`src/rtl/psrv_pkg.sv`:
```
// Shared PSRV32 definitions: hazard FSM states, forwarding selects, opcodes
// and the per-operand forwarding priority function.
package psrv_pkg;

    typedef enum logic [1:0] {
        ST_RUN     = 2'd0,
        ST_BUBBLE  = 2'd1,
        ST_MEMWAIT = 2'd2
    } hz_state_e;

    localparam logic [1:0] FWD_RF  = 2'b00;
    localparam logic [1:0] FWD_MEM = 2'b10;
    localparam logic [1:0] FWD_WB  = 2'b01;

    localparam logic [6:0] OPC_LOAD   = 7'b0000011;
    localparam logic [6:0] OPC_STORE  = 7'b0100011;
    localparam logic [6:0] OPC_BRANCH = 7'b1100011;
    localparam logic [6:0] OPC_JAL    = 7'b1101111;
    localparam logic [6:0] OPC_JALR   = 7'b1100111;
    localparam logic [6:0] OPC_OP_IMM = 7'b0010011;
    localparam logic [6:0] OPC_OP     = 7'b0110011;
    localparam logic [6:0] OPC_LUI    = 7'b0110111;
    localparam logic [6:0] OPC_AUIPC  = 7'b0010111;

    typedef struct packed {
        logic pc;
        logic if_id;
        logic id_ex;
        logic ex_mem;
        logic mem_wb;
    } hz_en_t;

    // Youngest producer wins; x0 is hardwired zero and never forwarded.
    function automatic logic [1:0] fwd_sel(input logic [4:0] src,
                                           input logic [4:0] mem_rd,
                                           input logic       mem_we,
                                           input logic [4:0] wb_rd,
                                           input logic       wb_we);
        if (mem_we && mem_rd != 5'd0 && mem_rd == src) return FWD_MEM;
        if (wb_we && wb_rd != 5'd0 && wb_rd == src)    return FWD_WB;
        return FWD_RF;
    endfunction

endpackage

```
`src/rtl/forward_unit.sv`:
```
// ALU operand forwarding selects for both EX source operands.
module forward_unit
    import psrv_pkg::*;
(
    input  logic [4:0] ex_rs1,
    input  logic [4:0] ex_rs2,
    input  logic [4:0] mem_rd,
    input  logic       mem_reg_write,
    input  logic [4:0] wb_rd,
    input  logic       wb_reg_write,
    output logic [1:0] fwd_a,
    output logic [1:0] fwd_b
);
    logic [1:0][4:0] src;
    logic [1:0][1:0] sel;

    assign src = {ex_rs2, ex_rs1};

    for (genvar i = 0; i < 2; i++) begin : g_op
        assign sel[i] = fwd_sel(src[i], mem_rd, mem_reg_write, wb_rd, wb_reg_write);
    end

    assign fwd_a = sel[0];
    assign fwd_b = sel[1];
endmodule

```
`src/rtl/hazard_ctrl.sv`:
```
// PSRV32 hazard controller: load-use bubbles, data-memory freeze, redirect
// flushes, operand forwarding and a free-running stall-cycle counter.
module hazard_ctrl
    import psrv_pkg::*;
#(
    parameter int unsigned LU_BUBBLES = 1
) (
    input  logic        clk_i,
    input  logic        rst_ni,
    input  logic [4:0]  id_rs1_i,
    input  logic [4:0]  id_rs2_i,
    input  logic [4:0]  ex_rd_i,
    input  logic        ex_mem_read_i,
    input  logic [4:0]  ex_rs1_i,
    input  logic [4:0]  ex_rs2_i,
    input  logic        ex_redirect_i,
    input  logic [4:0]  mem_rd_i,
    input  logic        mem_reg_write_i,
    input  logic [4:0]  wb_rd_i,
    input  logic        wb_reg_write_i,
    input  logic        mem_req_i,
    input  logic        dmem_ready_i,
    output logic        pc_en_o,
    output logic        if_id_en_o,
    output logic        id_ex_en_o,
    output logic        ex_mem_en_o,
    output logic        mem_wb_en_o,
    output logic        if_id_flush_o,
    output logic        id_ex_flush_o,
    output logic [1:0]  fwd_a_o,
    output logic [1:0]  fwd_b_o,
    output logic [31:0] stall_cycles_o
);
    hz_state_e   state_q, state_d;
    logic [2:0]  bub_q, bub_d;
    logic [31:0] stall_cnt_q;
    hz_en_t      en;
    logic        flush_if, flush_id;
    logic        lu, mw;
    logic [1:0]  fwd_a, fwd_b;

    assign lu = ex_mem_read_i && ex_rd_i != 5'd0 &&
                (ex_rd_i == id_rs1_i || ex_rd_i == id_rs2_i);
    assign mw = mem_req_i && !dmem_ready_i;

    // MEMWAIT with memory ready behaves exactly like RUN, so a redirect or
    // load-use held in EX during the freeze is acted on as the freeze ends.
    always_comb begin
        en       = '1;
        flush_if = 1'b0;
        flush_id = 1'b0;
        state_d  = ST_RUN;
        bub_d    = 3'd0;
        if (mw) begin
            en      = '0;
            state_d = ST_MEMWAIT;
        end else if (ex_redirect_i) begin
            flush_if = 1'b1;
            flush_id = 1'b1;
        end else if (state_q == ST_BUBBLE || lu) begin
            en.pc    = 1'b0;
            en.if_id = 1'b0;
            flush_id = 1'b1;
            if (state_q == ST_BUBBLE) begin
                if (bub_q > 3'd1) begin
                    state_d = ST_BUBBLE;
                    bub_d   = bub_q - 3'd1;
                end
            end else if (LU_BUBBLES > 1) begin
                state_d = ST_BUBBLE;
                bub_d   = 3'(LU_BUBBLES - 1);
            end
        end
    end

    always_ff @(posedge clk_i or negedge rst_ni) begin
        if (!rst_ni) begin
            state_q <= ST_RUN;
            bub_q   <= 3'd0;
        end else begin
            state_q <= state_d;
            bub_q   <= bub_d;
        end
    end

    always_ff @(posedge clk_i or negedge rst_ni) begin
        if (!rst_ni)       stall_cnt_q <= 32'd0;
        else if (!pc_en_o) stall_cnt_q <= stall_cnt_q + 32'd1;
    end

    forward_unit u_fwd (
        .ex_rs1        (ex_rs1_i),
        .ex_rs2        (ex_rs2_i),
        .mem_rd        (mem_rd_i),
        .mem_reg_write (mem_reg_write_i),
        .wb_rd         (wb_rd_i),
        .wb_reg_write  (wb_reg_write_i),
        .fwd_a         (fwd_a),
        .fwd_b         (fwd_b)
    );

    // Reset forces the safe pipeline state asynchronously, independent of the FSM.
    assign pc_en_o        = rst_ni & en.pc;
    assign if_id_en_o     = rst_ni & en.if_id;
    assign id_ex_en_o     = rst_ni & en.id_ex;
    assign ex_mem_en_o    = rst_ni & en.ex_mem;
    assign mem_wb_en_o    = rst_ni & en.mem_wb;
    assign if_id_flush_o  = !rst_ni | flush_if;
    assign id_ex_flush_o  = !rst_ni | flush_id;
    assign fwd_a_o        = rst_ni ? fwd_a : FWD_RF;
    assign fwd_b_o        = rst_ni ? fwd_b : FWD_RF;
    assign stall_cycles_o = stall_cnt_q;
endmodule
```
`config.mk`:
```
export PLATFORM = sky130hd
export DESIGN_NAME = hazard_ctrl
export DESIGN_NICKNAME = d
export VERILOG_FILES = /design/src/rtl/psrv_pkg.sv /design/src/rtl/forward_unit.sv /design/src/rtl/hazard_ctrl.sv
export SDC_FILE = /design/constraint.sdc
export NUM_CORES = 1
export LEC_CHECK = 0
export BUFFER_PORTS_ARGS = -buffer_cell sky130_fd_sc_hd__buf_2
export CORE_MARGIN = 2
export CORE_UTILIZATION = 49
export DETAILED_ROUTE_END_ITERATION = 10
export GPL_TIMING_DRIVEN = 0
export PLACE_DENSITY_LB_ADDON = 0.2
export SETUP_SLACK_MARGIN = 0.15
export SLEW_MARGIN = 20
export SYNTH_ARGS = -nofsm -noshare
export SYNTH_HDL_FRONTEND = slang
export SYNTH_SLANG_ARGS = --single-unit
```
`constraint.sdc`:
```
create_clock -name clk_i -period 3.5 [get_ports clk_i]
set_clock_uncertainty 0.1 [all_clocks]
set_input_delay 0.875 -clock clk_i [delete_from_list [all_inputs] [get_ports clk_i]]
set_output_delay 0.875 -clock clk_i [all_outputs]
set_load 0.03 [all_outputs]
```
# After elaboration in Yosys (flattened, before gate mapping)
# Cells that the tools add are included.
dict set report totals {
  ff_bits 37
  inputBits 43
}
dict set report classes {
  addsub 2
  n_lt_le_gt_ge 1
  n_eq_ne 7
  mux 35
  bitwise 7
  n_reduce_logical 16
}
# operator n
set ops {}
lappend ops {{$add A32 B1 Y32 const B} 1}
lappend ops {{$eq A5 B5 Y1} 6}
lappend ops {{$mux W2} 14}
lappend ops {{$mux W3} 6}
lappend ops {{$mux W1} 15}
lappend ops {{$reduce_bool A5 Y1} 3}
lappend ops {{$logic_and A1 B1 Y1} 9}
lappend ops {{$and A1 B1 Y1} 5}
lappend ops {{$gt A3 B1 Y1 const B} 1}
lappend ops {{$sub A3 B1 Y3 const B} 1}
lappend ops {{$eq A2 B1 Y1 const B} 1}
lappend ops {{$logic_not A1 Y1} 2}
lappend ops {{$logic_or A1 B1 Y1} 2}
lappend ops {{$or A1 B1 Y1} 2}

# Logic depth before layout (Yosys ltp)
dict set report depth {
  ltp_word 8
  depth_mapped 7
}

# Hierarchy
# From an unflattened synthesis, not the netlist that was laid out.
dict set report hier_totals {
  hier_cells 220
  area_unflattened_um2 2208.4
}
# mod instances cells_per_inst area_each_um2 seq_area_each_um2
set by_module_without_submodules {}
lappend by_module_without_submodules {hazard_ctrl 1 186 1938.1 925.9}
lappend by_module_without_submodules {forward_unit 1 34 270.3 0.0}

# Least setup slack after synthesis
# No wires, ideal clock.
dict set report synth_path {
  kind {input to output}
  startpoint {input mem_rd_i[1]}
  endpoint {output fwd_a_o[0]}
  t_arrival_ps 2670
  path_slack_ps -145
  path_stages 4
  path_buffers 0
  cell_sequence {or4_1 > o21ai_0 > nor4_1 > nor4_1}
}
dict set report synth_via {
  elab_chain_cells 6
  elab_cells_between_ends 7
}
# item line
set synth_lines {}
lappend synth_lines {{from (decl)} hazard_ctrl.sv:17} ;# input logic [4:0] mem_rd_i,
lappend synth_lines {{$reduce_bool A5 Y1} psrv_pkg.sv:39} ;# if (mem_we && mem_rd != 5'd0 && mem_rd == src) return FWD_MEM;
lappend synth_lines {{$logic_and A1 B1 Y1} psrv_pkg.sv:39}
lappend synth_lines {{$logic_and A1 B1 Y1 *} psrv_pkg.sv:39}
lappend synth_lines {{$mux W1 *} psrv_pkg.sv:39}
lappend synth_lines {{$mux W2 *} psrv_pkg.sv:40} ;# if (wb_we && wb_rd != 5'd0 && wb_rd == src) return FWD_WB;
lappend synth_lines {{$mux W2 *} hazard_ctrl.sv:110} ;# assign fwd_a_o = rst_ni ? fwd_a : FWD_RF;
lappend synth_lines {{to (decl)} hazard_ctrl.sv:30} ;# output logic [1:0] fwd_a_o,
# Mark *: on every way between the ends. The rest lies on a longest branch, timed or not.

# Final worst setup path
dict set report layout_path {
  startpoint {input ex_rd_i[1]}
  endpoint {output pc_en_o}
}
dict set report layout_via {
  elab_chain_cells 8
  elab_cells_between_ends 11
}
# item line
set layout_lines {}
lappend layout_lines {{from (decl)} hazard_ctrl.sv:12} ;# input logic [4:0] ex_rd_i,
lappend layout_lines {{$eq A5 B5 Y1 or $reduce_bool A5 Y1 (tied branches)} {hazard_ctrl.sv:43, hazard_ctrl.sv:42}}
lappend layout_lines {{$logic_or A1 B1 Y1 or $logic_and A1 B1 Y1 (tied branches)} {hazard_ctrl.sv:43, hazard_ctrl.sv:42}}
lappend layout_lines {{$logic_and A1 B1 Y1 *} hazard_ctrl.sv:42} ;# assign lu = ex_mem_read_i && ex_rd_i != 5'd0 &&
lappend layout_lines {{$logic_or A1 B1 Y1 *} hazard_ctrl.sv:60} ;# end else if (state_q == ST_BUBBLE || lu) begin
lappend layout_lines {{$mux W2 *} hazard_ctrl.sv:60}
lappend layout_lines {{$mux W2 *} hazard_ctrl.sv:57} ;# end else if (ex_redirect_i) begin
lappend layout_lines {{$mux W2 *} hazard_ctrl.sv:54} ;# if (mw) begin
lappend layout_lines {{$and A1 B1 Y1 *} hazard_ctrl.sv:103} ;# assign pc_en_o = rst_ni & en.pc;
lappend layout_lines {{to (decl)} hazard_ctrl.sv:23} ;# output logic pc_en_o,
# Marked as above.

==> results.toml <==
[logic_synthesis]
synthFlopType = "dfrtp_1"
yosys.area.top_type = "dfrtp_1"
postSynthNetCount = 260
synth_top_family_by_area = "XOR/XNOR gates"
synthMuxAreaShare_pct = 0.522
synth.avg_cell_area_um2 = 10.0
yosys.area_share.simple_pct = 24.3
post-synth-top-count-cell = "dfrtp_1"
yosysTopAreaCellShare_pct = 42.9
synth_compound_area_share_pct = 3.25
syn-cell-area_mm2 = 0.00216
seq_area_frac_synth_pct = 42.9
synth_edf_count = 0
synth_seq_cells = 37
yosys-top-cells-area = "dfrtp_1, xor2_1, xnor2_1"
synth_xor_area_share_pct = 25.2
synth_fa_ha_area_share_pct = 1.16
synth-async-reset-ratio_pct = 100
synth_warnings = 0
netlist_top_cells_count = "dfrtp_1, xor2_1, xnor2_1, nand2_1, nor2_1"
synthCells = 215
yosysUniqueCellTypes = 38

[place]
dp_hpwl_um = 3560
io_buffers = 85
place_ws_ps = -285
routabilityCongestion = 0.815
dp.cells = 352

[worst_setup_path]
end_kind = "primary output"
start_kind = "input port"
crit_required_ps = 2520
crit_arrival_ps = 2320
crit_path_max_fanout = 4
crit_type = "in -> out"

[layout]
finalNetCount = 356
drive_above_1_share_pct = 36.9
diodes = 0
fin_cells = 364
syn_to_final_growth_pct = 31.6

[clocking]
htreeDepth = 2
clkTransAtPathRegs_ps = 70
worstSkewPairLatency_ps = 290
clkSinkCount = 37
cts_tree = "built"
cts_root_buffer = "clkbuf_8"
clockBufferDepth = 2
cts_buffers = 5

[detailed_routing]
dr_wl_met2_um = 2290
routed_via_density = 5.16
vias = 1877
routed.top_layer = "met4"
wl_per_cell_um = 12.8
met3WireLength_um = 324
ant_nets = 0
drt-total-wl_um = 4680
drtIter0Drc = 39
wl_met1_um = 2000
drcViolationCount = 0
first_pass_iters = 4

[die]
dieArea_mm2 = 0.00495
die_h_um = 70.4
start_util_pct = 50.3
coreArea_mm2 = 0.00429
die_w_um = 70.4
row_count = 24
pin_count = 86

[power_and_ir_drop]
p_per_area_mw_per_mm2 = 463
vdd_drop_max_v = 0.000293
power_frac_comb_pct = 29.6
intPower_uw = 855
leakage_nw = 1.35
p_switching_uw = 460
sw_frac_of_total_pct = 35.0
power_mw = 1.31
seqPwrFrac_pct = 41.6
power_frac_clock_pct = 28.7

[sta]
slew_violations = 0
worst_slew_margin_rel_pct = 39.6
tightest_slew_ps = 907
hold_slack_ps = 322
grt_setup_unrepaired = "true"
fin_ws_ps = 202
hold_viol = 0
finalCritPeriodShare_pct = 94.2
fin_tns_setup_ps = 0
fmax_ghz = 0.303
min_period_ps = 3300
setup_viol = 0

[run_status]
status = "completed"

[flow_run]
max-cap-violations = 0

[global_routing]
globalRouteTotalUtil_pct = 20.5
grt_max_degree = 44
first_global_vias = 1810
antenna_found_initial = 0
grt_pass1_wl_um = 8150
grt_overflow = 0

[hold_path]
hp-class = "reg -> reg"
kinds of logic after synthesis:
logic type	Yosys count
adders and majority gates	2
muxes	1
buffers and inverters	12
AOI/OAI and AO/OA	10
and+or+nand+nor	91
xor gates and xnor gates	62
DFF	37
what timing repair did:
action,CTS,global route
endpoints found under the setup margin,4,3
pin swaps,1,1
buffers inserted,4,0
hold buffers,0,0
gates resized for setup,6,4
state kept, by name, indices dropped and copies added (netlist names):
| register | flops |
|---|---|
| bub_q | 3 |
| state_q | 2 |
| stall_cycles_o | 32 |
final cells by class:
| type | count | area [um2] |
|---|---|---|
| buffer | 5 | 35.0 |
| clock buffer | 7 | 86.3 |
| clock inverter | 1 | 30.0 |
| fill | 360 | 1450 |
| inverter | 7 | 26.3 |
| multi-input combinational | 166 | 1210 |
| sequential | 37 | 926 |
| tap | 52 | 65.1 |
| timing repair buffer | 89 | 465 |
worst max-delay path, cell delays in order:
cell and delay, ps:
buf_2 120, or4_1 540, o21ai_2 210, o31ai_2 90
clkbuf_4 150, inv_1 70, buf_4 90, buf_2 180
power groups by stage:
| stage | sequential [mW] | combinational (mW) | clock [mW] |
|---|---|---|---|
| global route | 0.556 | 0.422 | 0.408 |
| detailed placement | 0.554 | 0.383 | 0 |
| finish | 0.547 | 0.390 | 0.378 |
| floorplan | 0.637 | 0.156 | 0 |
| global placement | 0.553 | 0.378 | 0 |
| CTS | 0.547 | 0.393 | 0.390 |
per-layer routing:
layer	vias up	global-route usage (%)
li1	933	-
met1	876	25.4
met2	62	34.3
met3	6	5.63
met4	0	7.26
met5	-	0
placed cells by master (no fill, tap or decap), types with 4 or more instances in the layout:
cell	n
buf_4	7
nand3_1	12
and3_1	4
nor2_1	14
or4_1	5
xnor2_1	27
nor3_1	5
buf_2	85
and2_1	6
dfrtp_1	37
inv_1	7
nand4_1	11
nand2_1	15
clkbuf_8	6
xor2_1	35
final timing paths:
path                                 endpoint  depth (start not counted)         startpoint  slack, ps
setup / recovery                      pc_en_o                          8         ex_rd_i[1]        200
hold / removal                       bub_q[0]                          1           bub_q[0]        320
setup reg to reg           stall_cycles_o[30]                          6  stall_cycles_o[0]       1060
hold reg to reg                      bub_q[0]                          1           bub_q[0]        320
max in group asynchronous          state_q[1]                          1             rst_ni       2710
min in group asynchronous  stall_cycles_o[22]                          1             rst_ni        350
through the flow:
step | utilization [%] | instance area, um2
after floorplan | - | 2170
after global routing | 66.1 | 2840
after CTS | 65.9 | 2830
after detailed placement | 62.0 | 2660
after global placement | 62.0 | 2660
final | 66.1 | 2840
Note: power is estimated with default switching activity, not from simulation.
